$ cat src/rtl/map_port_arbiter_if.sv
// Signal bundle between the map port arbiter, the VGA cell lookup, the game
// requesters and the single-port wall-map RAM.
interface map_port_arbiter_if;
   logic        i_vga_buzy;
   logic [5:0]  i_vga_x;
   logic [5:0]  i_vga_y;
   logic        o_vga_is_wall;
   logic [2:0]  i_req_valid;
   logic [2:0]  i_req_we;
   logic [17:0] i_req_x;
   logic [17:0] i_req_y;
   logic [2:0]  i_req_wdata;
   logic [2:0]  o_req_ready;
   logic [2:0]  o_rsp_valid;
   logic        o_rsp_rdata;
   logic [11:0] o_mem_addr;
   logic        o_mem_en;
   logic        o_mem_we;
   logic        o_mem_wdata;
   logic        i_mem_rdata;

   modport slave (
      input  i_vga_buzy, i_vga_x, i_vga_y,
      output o_vga_is_wall,
      input  i_req_valid, i_req_we, i_req_x, i_req_y, i_req_wdata,
      output o_req_ready, o_rsp_valid, o_rsp_rdata,
      output o_mem_addr, o_mem_en, o_mem_we, o_mem_wdata,
      input  i_mem_rdata
   );

   modport master (
      output i_vga_buzy, i_vga_x, i_vga_y,
      input  o_vga_is_wall,
      output i_req_valid, i_req_we, i_req_x, i_req_y, i_req_wdata,
      input  o_req_ready, o_rsp_valid, o_rsp_rdata,
      input  o_mem_addr, o_mem_en, o_mem_we, o_mem_wdata,
      output i_mem_rdata
   );
endinterface

$ cat src/rtl/map_port_arbiter.sv
// Shares the wall-map RAM port: VGA lookups first, then round-robin among
// tank1, tank2 and the shell engine, with a fixed 3-cycle read latency.
module map_port_arbiter #(
   parameter int GRID_W              = 64,
   parameter int GAME_H              = 44,
   parameter bit WRITE_IN_BLANK_ONLY = 1'b1
) (
   input  logic              clk,
   input  logic              rst_n,
   map_port_arbiter_if.slave bus
);

   localparam int         XW      = $clog2(GRID_W);
   localparam logic [5:0] Y_LIMIT = 6'(GAME_H);
   localparam logic [1:0] SRC_VGA = 2'd3;

   function automatic logic [1:0] wrap3(logic [1:0] p, logic [1:0] k);
      logic [2:0] s;
      s = {1'b0, p} + {1'b0, k};
      if (s >= 3'd3) s = s - 3'd3;
      return s[1:0];
   endfunction

   logic [XW-1:0]    req_x [3];
   logic [5:0]       req_y [3];
   logic [2:0]       eligible;
   logic [2:0]       grant;
   logic [1:0]       grant_idx;
   logic             grant_any;
   logic [1:0]       rr_ptr;

   logic [XW+5:0]    vga_addr;
   logic [XW+5:0]    last_vga_addr;
   logic             vga_buzy_q;
   logic             vga_pend;

   logic             s1_valid;
   logic [XW+5:0]    s1_addr;
   logic             s1_we;
   logic             s1_wdata;
   logic [1:0]       s1_src;
   logic             s1_read;
   logic             s1_oob;

   logic             t1_valid, t1_read, t1_oob;
   logic [1:0]       t1_src;
   logic             t2_valid, t2_read, t2_oob;
   logic [1:0]       t2_src;

   logic [XW+5:0]    mem_addr_q;
   logic             mem_en_q, mem_we_q, mem_wdata_q;
   logic [2:0]       rsp_valid_q;
   logic             rsp_rdata_q;
   logic             vga_is_wall_q;

   assign vga_addr = {bus.i_vga_y, bus.i_vga_x[XW-1:0]};
   // A rising busy re-serves the current cell even if the address did not move.
   assign vga_pend = bus.i_vga_buzy & ((vga_addr != last_vga_addr) | ~vga_buzy_q);

   always_comb begin
      for (int i = 0; i < 3; i++) begin
         req_x[i]    = bus.i_req_x[XW*i +: XW];
         req_y[i]    = bus.i_req_y[6*i +: 6];
         eligible[i] = bus.i_req_valid[i] &
                       (~bus.i_req_we[i] | ~(WRITE_IN_BLANK_ONLY & bus.i_vga_buzy));
      end
   end

   always_comb begin
      logic [1:0] cand;
      grant     = '0;
      grant_idx = '0;
      grant_any = 1'b0;
      cand      = '0;
      if (!vga_pend) begin
         for (int k = 0; k < 3; k++) begin
            cand = wrap3(rr_ptr, 2'(k));
            if (!grant_any && eligible[cand]) begin
               grant_any       = 1'b1;
               grant_idx       = cand;
               grant[cand]     = 1'b1;
            end
         end
      end
   end

   assign bus.o_req_ready = grant & {3{rst_n}};

   always_comb begin
      s1_valid = vga_pend | grant_any;
      s1_addr  = vga_addr;
      s1_we    = 1'b0;
      s1_wdata = 1'b0;
      s1_src   = SRC_VGA;
      s1_read  = 1'b1;
      s1_oob   = (bus.i_vga_y >= Y_LIMIT);
      if (!vga_pend) begin
         s1_addr  = {req_y[grant_idx], req_x[grant_idx]};
         s1_we    = bus.i_req_we[grant_idx];
         s1_wdata = bus.i_req_wdata[grant_idx];
         s1_src   = grant_idx;
         s1_read  = ~bus.i_req_we[grant_idx];
         s1_oob   = (req_y[grant_idx] >= Y_LIMIT);
      end
   end

   always_ff @(posedge clk or negedge rst_n) begin
      if (!rst_n) begin
         rr_ptr        <= '0;
         last_vga_addr <= '0;
         vga_buzy_q    <= 1'b0;
         mem_addr_q    <= '0;
         mem_en_q      <= 1'b0;
         mem_we_q      <= 1'b0;
         mem_wdata_q   <= 1'b0;
         t1_valid      <= 1'b0;
         t1_read       <= 1'b0;
         t1_oob        <= 1'b0;
         t1_src        <= '0;
         t2_valid      <= 1'b0;
         t2_read       <= 1'b0;
         t2_oob        <= 1'b0;
         t2_src        <= '0;
         rsp_valid_q   <= '0;
         rsp_rdata_q   <= 1'b0;
         vga_is_wall_q <= 1'b0;
      end else begin
         vga_buzy_q <= bus.i_vga_buzy;
         if (vga_pend)  last_vga_addr <= vga_addr;
         if (grant_any) rr_ptr        <= wrap3(grant_idx, 2'd1);

         // Out-of-range cells never touch the RAM; their reads resolve to wall.
         mem_en_q <= s1_valid & ~s1_oob;
         mem_we_q <= s1_valid & ~s1_oob & s1_we;
         if (s1_valid) begin
            mem_addr_q  <= s1_addr;
            mem_wdata_q <= s1_wdata;
         end

         t1_valid <= s1_valid;
         t1_read  <= s1_read;
         t1_oob   <= s1_oob;
         t1_src   <= s1_src;
         t2_valid <= t1_valid;
         t2_read  <= t1_read;
         t2_oob   <= t1_oob;
         t2_src   <= t1_src;

         rsp_valid_q <= '0;
         if (t2_valid && t2_read) begin
            if (t2_src == SRC_VGA) begin
               vga_is_wall_q <= t2_oob | bus.i_mem_rdata;
            end else begin
               rsp_valid_q <= 3'b001 << t2_src;
               rsp_rdata_q <= t2_oob | bus.i_mem_rdata;
            end
         end
      end
   end

   assign bus.o_mem_addr    = mem_addr_q;
   assign bus.o_mem_en      = mem_en_q;
   assign bus.o_mem_we      = mem_we_q;
   assign bus.o_mem_wdata   = mem_wdata_q;
   assign bus.o_rsp_valid   = rsp_valid_q;
   assign bus.o_rsp_rdata   = rsp_rdata_q;
   assign bus.o_vga_is_wall = vga_is_wall_q;

endmodule

$ cat src/flat_wrapper.sv
// flat-port wrapper written by rule: the top's interface ports become plain ports
module map_port_arbiter_flat 
#(
   parameter int GRID_W              = 64,
   parameter int GAME_H              = 44,
   parameter bit WRITE_IN_BLANK_ONLY = 1'b1
)
  (clk, rst_n, bus_i_vga_buzy, bus_i_vga_x, bus_i_vga_y, bus_o_vga_is_wall, bus_i_req_valid, bus_i_req_we, bus_i_req_x, bus_i_req_y, bus_i_req_wdata, bus_o_req_ready, bus_o_rsp_valid, bus_o_rsp_rdata, bus_o_mem_addr, bus_o_mem_en, bus_o_mem_we, bus_o_mem_wdata, bus_i_mem_rdata);
  map_port_arbiter_if bus_i ();
  input  logic clk;
  input  logic rst_n;
  input wire logic [$bits(bus_i.i_vga_buzy)-1:0] bus_i_vga_buzy;
  input wire logic [$bits(bus_i.i_vga_x)-1:0] bus_i_vga_x;
  input wire logic [$bits(bus_i.i_vga_y)-1:0] bus_i_vga_y;
  output wire logic [$bits(bus_i.o_vga_is_wall)-1:0] bus_o_vga_is_wall;
  input wire logic [$bits(bus_i.i_req_valid)-1:0] bus_i_req_valid;
  input wire logic [$bits(bus_i.i_req_we)-1:0] bus_i_req_we;
  input wire logic [$bits(bus_i.i_req_x)-1:0] bus_i_req_x;
  input wire logic [$bits(bus_i.i_req_y)-1:0] bus_i_req_y;
  input wire logic [$bits(bus_i.i_req_wdata)-1:0] bus_i_req_wdata;
  output wire logic [$bits(bus_i.o_req_ready)-1:0] bus_o_req_ready;
  output wire logic [$bits(bus_i.o_rsp_valid)-1:0] bus_o_rsp_valid;
  output wire logic [$bits(bus_i.o_rsp_rdata)-1:0] bus_o_rsp_rdata;
  output wire logic [$bits(bus_i.o_mem_addr)-1:0] bus_o_mem_addr;
  output wire logic [$bits(bus_i.o_mem_en)-1:0] bus_o_mem_en;
  output wire logic [$bits(bus_i.o_mem_we)-1:0] bus_o_mem_we;
  output wire logic [$bits(bus_i.o_mem_wdata)-1:0] bus_o_mem_wdata;
  input wire logic [$bits(bus_i.i_mem_rdata)-1:0] bus_i_mem_rdata;
  assign bus_i.i_vga_buzy = bus_i_vga_buzy;
  assign bus_i.i_vga_x = bus_i_vga_x;
  assign bus_i.i_vga_y = bus_i_vga_y;
  assign bus_o_vga_is_wall = bus_i.o_vga_is_wall;
  assign bus_i.i_req_valid = bus_i_req_valid;
  assign bus_i.i_req_we = bus_i_req_we;
  assign bus_i.i_req_x = bus_i_req_x;
  assign bus_i.i_req_y = bus_i_req_y;
  assign bus_i.i_req_wdata = bus_i_req_wdata;
  assign bus_o_req_ready = bus_i.o_req_ready;
  assign bus_o_rsp_valid = bus_i.o_rsp_valid;
  assign bus_o_rsp_rdata = bus_i.o_rsp_rdata;
  assign bus_o_mem_addr = bus_i.o_mem_addr;
  assign bus_o_mem_en = bus_i.o_mem_en;
  assign bus_o_mem_we = bus_i.o_mem_we;
  assign bus_o_mem_wdata = bus_i.o_mem_wdata;
  assign bus_i.i_mem_rdata = bus_i_mem_rdata;
  map_port_arbiter #(.GRID_W(GRID_W), .GAME_H(GAME_H), .WRITE_IN_BLANK_ONLY(WRITE_IN_BLANK_ONLY)) u_core (.clk(clk), .rst_n(rst_n), .bus(bus_i));
endmodule
$ cat config.mk
export PLATFORM = sky130hd
export DESIGN_NAME = map_port_arbiter_flat
export DESIGN_NICKNAME = d
export VERILOG_FILES = /design/src/rtl/map_port_arbiter_if.sv /design/src/rtl/map_port_arbiter.sv /design/src/flat_wrapper.sv
export SDC_FILE = /design/constraint.sdc
export NUM_CORES = 1
export LEC_CHECK = 0
export CORE_MARGIN = 4
export CORE_UTILIZATION = 45
export DETAILED_ROUTE_END_ITERATION = 10
export PLACE_DENSITY = 0.82
export SLEW_MARGIN = 5
export SYNTH_ARGS = -nofsm -noshare
export SYNTH_HDL_FRONTEND = slang
export SYNTH_SLANG_ARGS = --single-unit
$ cat constraint.sdc
create_clock -name clk -period 3.07 [get_ports clk]
set_input_delay 0.614 -clock clk [delete_from_list [all_inputs] [get_ports clk]]
set_output_delay 0.614 -clock clk [all_outputs]
set_load 0.01 [all_outputs]
### Yosys cells after proc, flatten, opt, wreduce, memory -nomap -nowiden

Cells that the tools add are included.

| cells by class | value |
|---|---|
| reductions and logical operators | 10 |
| $lt $le $gt $ge | 14 |
| mux-type cells | 53 |
| shifts and indexed selects | 1 |
| bitwise operators | 24 |
| $add $sub $neg | 7 |
| equal/unequal tests | 2 |

Operators by type and width:

| operator | number |
|---|---|
| 6-bit binary-select mux with 2-bit select | 2 |
| 2-bit 2-to-1 mux | 12 |
| 3-bit 2-to-1 mux | 8 |
| 6-bit 2-to-1 mux | 4 |
| 1-bit 2-to-1 mux | 18 |
| 6-bit >= comparator (second input constant) | 2 |
| 2-bit by 3-bit less-than comparator with 1-bit output (second input constant) | 4 |
| 12-bit 2-to-1 mux | 1 |
| 12-bit inequality test | 1 |
| 1-bit binary-select mux with 2-bit select | 5 |
| 3-bit by 2-bit >= comparator with 1-bit output (second input constant) | 3 |
| 1-bit inverter | 8 |
| 2-bit subtractor (second input constant) | 4 |
| 2-bit by 1-bit adder with 3-bit output (second input constant) | 2 |
| 1-bit AND | 6 |
| 1-bit demux with 2-bit select | 3 |
| 2-bit by 1-bit >= comparator with 1-bit output (second input constant) | 3 |
| 1-bit logical AND | 6 |
| 1-bit OR | 6 |
| 3-bit OR | 2 |
| 2-bit AND reduction | 2 |
| 2-bit by 2-bit adder with 3-bit output (second input constant) | 1 |
| 3-bit AND | 1 |
| 3-bit >= comparator (second input constant) | 1 |
| 5 further kinds | 6 |

| storage, ports and cells | value |
|---|---|
| output and inout bits | 23 |
| input port bits | 61 |
| word-level logic and storage cells | 129 |
| flip-flop bits (word level) | 45 |

### Longest topological paths before layout

Gate-level depths: netlist (run 1).

| logic depth | value |
|---|---|
| depth after elaboration | 25 |
| depth in mapped cells | 9 |
| gate-level depth less buffers | 8 |

### Least setup slack after synthesis (run 1)

OpenSTA, ideal clock, no wires.

| timing | value |
|---|---|
| kind | register to output |
| start point | register u_core.rr_ptr[1] |
| end point | output port bus_o_req_ready[0] |
| cell stages (with the launch flop) | 9 |
| path buffers | 2 |
| arrival time | 2.040 ns |
| path slack | 0.416 ns |
| data required time | 2.456 ns |
| cells stage by stage | dfrtp_1 -> inv_1 -> ha_1 -> clkbuf_1 -> clkbuf_1 -> nand2_1 -> o41ai_1 -> a22oi_1 -> a21oi_1 |

| between the ends | value |
|---|---|
| word-level cells in the longest chain between the ends | 16 |
| elaborated cells on any way between the ends | 52 |
| those cells by class | add/sub (5); order compare (9); mux (28); bitwise (3); reduce/logical (7) |

RTL lines:

| item | RTL line | text |
|---|---|---|
| start, declared | map_port_arbiter.sv:30 | `logic [1:0] rr_ptr;` |
| start signal, assigned | map_port_arbiter.sv:130 | `if (grant_any) rr_ptr <= wrap3(grant_idx, 2'd1);` |
| parallel branches: the longest is 13 deep, another holds 2-bit by 1-bit adder with 3-bit output | n/a |  |
| 3-bit 2-to-1 mux (*) | map_port_arbiter.sv:78 | `if (!grant_any && eligible[cand]) begin` |
| 3-bit 2-to-1 mux (*) | map_port_arbiter.sv:75 | `if (!vga_pend) begin` |
| 3-bit AND (*) | map_port_arbiter.sv:87 | `assign bus.o_req_ready = grant & {3{rst_n}};` |
| end, declared | flat_wrapper.sv:21 | `output wire logic [$bits(bus_i.o_req_ready)-1:0] bus_o_req_ready;` |

Mark *: on every way between the ends. The select of a mux whose other input is x is not followed.

### Final worst setup path (run 1)

| timing | value |
|---|---|
| start point | input port bus_i_vga_y[0] |
| end point | output port bus_o_req_ready[2] |

| between the ends | value |
|---|---|
| word-level cells in the longest chain between the ends | 5 |

RTL lines:

| item | RTL line | text |
|---|---|---|
| start, declared | flat_wrapper.sv:14 | `input wire logic [$bits(bus_i.i_vga_y)-1:0] bus_i_vga_y;` |
| 12-bit inequality test | map_port_arbiter.sv:58 | `assign vga_pend = bus.i_vga_buzy & ((vga_addr != last_vga_addr) \| ~vga_buzy_q);` |
| 1-bit OR | map_port_arbiter.sv:58 |  |
| 1-bit AND | map_port_arbiter.sv:58 |  |
| 3-bit 2-to-1 mux | map_port_arbiter.sv:75 |  |
| 3-bit AND | map_port_arbiter.sv:87 |  |

Every way passes these cells.

==> metrics, run 1 <==
CP max stage delay=440 ps; number of synthesized register bits=45; status=finished, final reports clean; Async SR Flop Fraction=1.00; worst hold slack=354 ps; Clock power frac=0.183; Post-synth top flop=dfrtp_1; Setup crit end kind=primary output; Setup crit start kind=input pin; RSZ-0062 raised after global routing=false; worst-path fanout max=3; Via density=5.71; Worst Path Required=2460 ps; Achievable Freq=between 0.3 and 0.4 GHz; synth top area cells=dfrtp_1, nand2_1, xor2_1, o21ai_0, a222oi_1; post-synth top area share=0.442; Longest Clk Path Bufs=2; hold wc startpoint=u_core.t1_src[1]; maximum vdd drop=~0.00044 V; critical path class=input pin to primary output; largest net degree at the start of global routing=46; Sw Pwr=1080 uW; most frequent cell after synthesis=dfrtp_1; vias in the first global route=2665; area leader, netlist=dfrtp_1; DP Area=about 3800 um^2; Synth Net Count=330; Buffers on Ports=between 80 and 90; register area share after synthesis=0.442; Slew Viols, Final=0; Core Region=5510 um^2; total negative slack=0 ps; clk sinks=45; RR Startpoint=u_core.rr_ptr[0]; FP Rows=27; initial DRC count=257; Yosys warning count=0; Pre-antenna DRT Iters=5; Setup Viol. Count Final=0; Crit-path slowest cell=clkdlybuf4s50_1; first-pass GRT wire length=12800 um; Hold Path End=u_core.t2_src[1]; post-layout worst setup margin=47.0 ps; Flop pwr share=0.289; worst reg2reg setup slack=~400 ps; share of layout cells above drive strength 1=0.229; minimum clock period=3020 ps; fin crit share=0.985; final hold violations=0; P_int=approximately 1800 uW; number of remaining DRC errors=0; # diodes=0; initial antenna violation count=0; Setup Skew=4.87 ps; Slew headroom=0.635; pwr dens=roughly 740 nW/um^2; Placement Setup Slack=-434 ps; vias=around 2700; clock-pin slew of the registers on the worst-case setup and hold paths=90 ps; Post-Syn Area=2550 um^2; Overflow after GRT=0; Hold Crit Class=register to register; Post-synth EDFFs=0; Critical Path AT=between 2000 and 2500 ps; Comb pwr share=0.528; max-cap viol count=0; fillers=around 390; routability cong.=roughly 0.86; Area Overhead vs Synth=55.7%; Die Wd=between 80 and 90 um; TritonCTS clock tree=done; commonest cells in the netlist=dfrtp_1, nand2_1, o21ai_0; die area=6930 um^2; Design Area, Final=about 4000 um^2; Sw Share=0.371; worst r2r dst=u_core.bus.o_mem_we; R2R cell count=10; root buf cell=clkbuf_8; GRT Total Usage=0.227; net count of the finished layout=462; CTS Hold Buffers Added=0; wire per inst=roughly 17 um; Clock Latency Late Sink=290 ps; Worst Tran Pin Value=547 ps; die height=approximately 83 um; TritonCTS buffer count=5; HPWL after DPL=6070 um; post-route ant nets=0; synthesized instance count=265; top-level port count=84; post-layout util=0.721; final wirelength=8070 um; leak pwr=0.00175 uW; initial core utilization=0.463; crit-path cells=clkdlybuf4s50_1 -> xor2_1 -> nor4_2 -> buf_4 -> nand4_1 -> nand2_1 -> nand2_2 -> a31oi_1 -> buf_2; Avg Cell Area, Syn=about 9.6 um^2; library cells used by synthesis=57; Hold Path Stages=0; H-tree levels=2
-- metrics by stage --
stage	cells	power (uW)
finish	470	2920
global route	470	3100
CTS	469	2890
detailed placement	461	2340
global placement	461	2310
floorplan	265	1600
-- layout make-up --
| type | count | area [um^2] | area share |
|---|---|---|---|
| Multi-Input combinational cell | 192 | 1330 | 0.334 |
| Timing Repair Buffer | 137 | 1230 | 0.309 |
| Sequential cell | 45 | 1130 | 0.284 |
| Tap cell | 72 | 90.1 | 0.0227 |
| Clock buffer | 5 | 68.8 | 0.0173 |
| Clock inverter | 3 | 68.8 | 0.0173 |
| Inverter | 16 | 60.1 | 0.0151 |
-- worst max-delay path, delay by kind of cell --
family / cells / cell delay [ps]
AOI/OAI and AO/OA: 1 / 130
xor gates and xnor gates: 1 / 200
buffers and inverters: 3 / 770
and+or+nand+nor: 4 / 710
-- worst max path at each step --
stage                           from                 end  slack [ps]  depth (start not counted)
floorplan           u_core.rr_ptr[1]  bus_o_req_ready[0]         420                          8
global placement      bus_i_vga_buzy  bus_o_req_ready[2]        -440                          7
detailed placement    bus_i_vga_buzy  bus_o_req_ready[2]        -430                          7
CTS                   bus_i_vga_y[4]  bus_o_req_ready[0]           3                          9
global route          bus_i_vga_y[0]  bus_o_req_ready[2]           9                          9
finish                bus_i_vga_y[0]  bus_o_req_ready[2]          50                          9
-- power by group through the flow --
stage | combinational [uW] | clock (uW) | sequential [uW]
global placement | 1470 | 0 | 841
finish | 1540 | 533 | 843
detailed placement | 1490 | 0 | 848
floorplan | 717 | 0 | 880
CTS | 1520 | 535 | 842
global route | 1670 | 569 | 864
-- flip-flops by register name, indices dropped and copies added (netlist names) --
signal / flops
u_core.bus.o_mem_addr: 12
u_core.bus.o_mem_en: 1
u_core.bus.o_mem_wdata: 1
u_core.bus.o_mem_we: 1
u_core.bus.o_rsp_rdata: 1
u_core.bus.o_rsp_valid: 3
u_core.bus.o_vga_is_wall: 1
u_core.last_vga_addr: 12
u_core.rr_ptr: 2
u_core.t1_oob: 1
u_core.t1_read: 1
u_core.t1_src: 2
u_core.t1_valid: 1
u_core.t2_oob: 1
u_core.t2_read: 1
u_core.t2_src: 2
u_core.t2_valid: 1
u_core.vga_buzy_q: 1
-- per-layer routing --
layer	routed length [um]	part of all wire	track usage
met5	0	0	0
met1	3390	0.42	0.299
met4	175	0.022	0.0743
met2	4050	0.50	0.377
met3	462	0.057	0.0397
-- repair_timing --
| action | CTS | global route |
|---|---|---|
| gates cloned | 0 | 0 |
| pin swaps | 2 | 2 |
| endpoints found under the hold margin | 0 | 0 |
| buffers inserted | 0 | 1 |
| gates resized for setup | 9 | 9 |
| endpoints found under the setup margin | 3 | 3 |
-- cells by family (layout without fill, tap and decap cells) --
| family | count (synthesis) | in the layout | share of synthesized area |
|---|---|---|---|
| buffers and inverters | 28 | 161 | 0.0501 |
| multiplexers | 6 | 6 | 0.0265 |
| adder cells (fa/ha/maj) | 6 | 6 | 0.0280 |
| AO/OA/AOI/OAI | 90 | 90 | 0.275 |
| AND/OR/NAND/NOR | 78 | 78 | 0.137 |
| flip-flops | 45 | 45 | 0.442 |
| XOR/XNOR | 12 | 12 | 0.0413 |
-- cells in the final DEF (no fill, tap or decap), types with 4 or more instances in the layout --
master,n
nand3_1,7
clkdlybuf4s50_1,78
xor2_1,11
ha_1,4
o221ai_1,7
a21oi_1,11
o21ai_0,17
o22ai_1,4
clkbuf_8,5
mux2_2,6
a222oi_1,7
dfrtp_1,45
nand2_1,40
buf_4,53
nor2_1,12
inv_1,16
nor3_1,4
Note: power is estimated with default switching activity, not from simulation.
==> run 2, diff against run 1 <==
- ABC_AREA: not set -> 1
- PLACE_DENSITY: 0.82 -> 0.83
==> run 2 against run 1 <==
Net effect:
- critical path type unchanged
- first-iteration DRC count decreased by 46%
- total power shrank 3.8%
- core utilization shrank 4.1 points
- fmax grew 6.3%
- routed wire length fell by 21%
- largest power group unchanged
- area after synthesis down 4.9%
- design area is 11% lower
- hold slack worse by 2.2 ps
==> metrics, run 2 <==
status=finished, final reports clean; routability cong.=0.911; Buffers on Ports=83; Comb pwr share=0.523; vias=~2500; Avg Cell Area, Syn=between 7 and 8 um^2; synth top area cells=dfrtp_1, nand2_1, nand3_1, inv_1, o21ai_0; hold wc startpoint=u_core.t1_read; commonest cells in the netlist=nand2_1, dfrtp_1, nand3_1; initial core utilization=0.468; post-route ant nets=0; Hold Crit Class=register to register; Core Region=5170 um^2; worst hold slack=352 ps; initial DRC count=about 140; clock-pin slew of the registers on the worst-case setup and hold paths=about 80 ps; Crit. Startpoint=bus_i_req_valid[2]; post-synth top area share=0.465; register area share after synthesis=0.465; Slew headroom=0.444; Sw Share=0.403; Worst Tran Pin Value=slightly above 800 ps; Longest Clk Path Bufs=2; Yosys warning count=0; Async SR Flop Fraction=1.00; Setup crit end kind=primary output; Finished Layout Cells=around 490; Critical Path AT=2230 ps; initial antenna violation count=0; die area=6620 um^2; FP Rows=26; Clock power frac=0.159; Setup crit start kind=input pin; most frequent cells in the layout=nand2_1, clkdlybuf4s50_1, dfrtp_1; Setup Skew=4.80 ps; worst reg2reg setup slack=480 ps; Sw Pwr=1130 uW; clk sinks=between 40 and 50; commonest non-fill, non-tap cell in the layout=nand2_1; Synth Net Count=391; multi-input logic area=approximately 1100 um^2; post-layout util=0.680; GRT Total Usage=0.202; max-cap viol count=0; largest net degree at the start of global routing=46; Clock Latency Late Sink=~290 ps; fillers=420; critical path class=input pin to primary output; Placed Cells=486; first-pass GRT wire length=10300 um; RR Startpoint=u_core.rr_ptr[0]; root buf cell=clkbuf_8; worst-path fanout max=7; Flop pwr share=0.318; HPWL after DPL=4970 um; Post-Syn Area=2420 um^2; CTS Hold Buffers Added=0; number of remaining DRC errors=0; maximum vdd drop=~0.00036 V; area leader, netlist=dfrtp_1; Worst Path Required=about 2500 ps; total negative slack=0 ps; H-tree levels=2; fin crit share=0.926; Die Wd=81.4 um; Area Overhead vs Synth=45.2%; share of layout cells above drive strength 1=0.0920; Post-synth top flop=dfrtp_1; # diodes=0; net count of the finished layout=488; number of synthesized register bits=45; final hold violations=0; synthesized instance count=326; TritonCTS buffer count=5; final wirelength=6400 um; TritonCTS clock tree=done; minimum clock period=2840 ps; Via density=about 5.0; vias in the first global route=2300; Post-synth EDFFs=0; die height=81.4 um; Overflow after GRT=0; wire per inst=between 10 and 15 um; leak pwr=0.00172 uW; Pre-antenna DRT Iters=5; library cells used by synthesis=28; most frequent cell after synthesis=nand2_1; pwr dens=798 nW/um^2; P_int=1670 uW; Slew Viols, Final=0; Achievable Freq=0.352 GHz; RSZ-0062 raised after global routing=false; Setup Viol. Count Final=0; top-level port count=84; sequential cell area=1130 um^2
run 2: cell types whose count changed after synthesis, sizes merged, moves of 7 or more:
cell,change
nand2,+85
nand3,+38
inv,+15
nor2,+10
xor2,-8
a222oi,-7
o221ai,-7
run 2: metal layers:
metal | track usage | part of all wire | vias up
met2 | 0.357 | 0.51 | 84
met4 | 0.0524 | 0.013 | 0
met3 | 0.0333 | 0.061 | 7
met5 | 0 | 0 | -
li1 | - | - | 1241
met1 | 0.254 | 0.42 | 1118
run 2: cell type report:
cell class,instances,share of cell area
timing repair buffer,97,0.263
clock buffer,5,0.0196
sequential,45,0.320
tap,70,0.0249
multi-input combinational,243,0.326
inverter,31,0.0331
clock inverter,3,0.0132
run 2: worst paths after layout:
kind                                                  end  cells past startpoint
worst max-delay path                   bus_o_req_ready[1]                     11
worst min-delay path                       u_core.t2_read                      0
worst max register to register  u_core.bus.o_mem_addr[10]                     12
worst min register to register             u_core.t2_read                      0
max in group asynchronous                 u_core.t1_valid                      2
min in group asynchronous                u_core.rr_ptr[1]                      2
run 2: cells by family after synthesis:
group                    Yosys count  synth area share
AND/OR/NAND/NOR                  203             0.363
flip-flops                        45             0.465
buffers and inverters             38            0.0646
AO/OA/AOI/OAI                     32            0.0723
XOR/XNOR                           4            0.0145
adder cells (fa/ha/maj)            4            0.0207
run 2: worst max-delay path, cell delays in order:
cell and delay, ps:
clkdlybuf4s50_1 500, inv_1 70, a21oi_2 200, nand2_1 70, nand2_1 80, nand2_2 90, nand3_1 100, inv_1 50
a21oi_1 120, nor2_1 50, dlygate4sd2_1 280
run 2: what timing repair did:
item	CTS	global route
endpoints found under the setup margin	3	0
buffers inserted	0	0
resized for setup	6	0
run 2: power by group through the flow:
stage | logic [uW] | registers, uW | clock network [uW]
global placement | 1440 | 897 | 0
detailed placement | 1470 | 904 | 0
CTS | 1470 | 893 | 452
finish | 1470 | 892 | 445
floorplan | 784 | 950 | 0
global route | 1650 | 914 | 479
run 2: through the flow:
stage | setup WS (ps) | total power [uW] | instance area (um^2)
global placement | -41.4 | 2330 | 3400
detailed placement | -84.7 | 2370 | 3400
floorplan | 785 | 1730 | 2420
finish | 227 | 2810 | 3520
global route | 53.5 | 3040 | 3520
CTS | 252 | 2820 | 3520
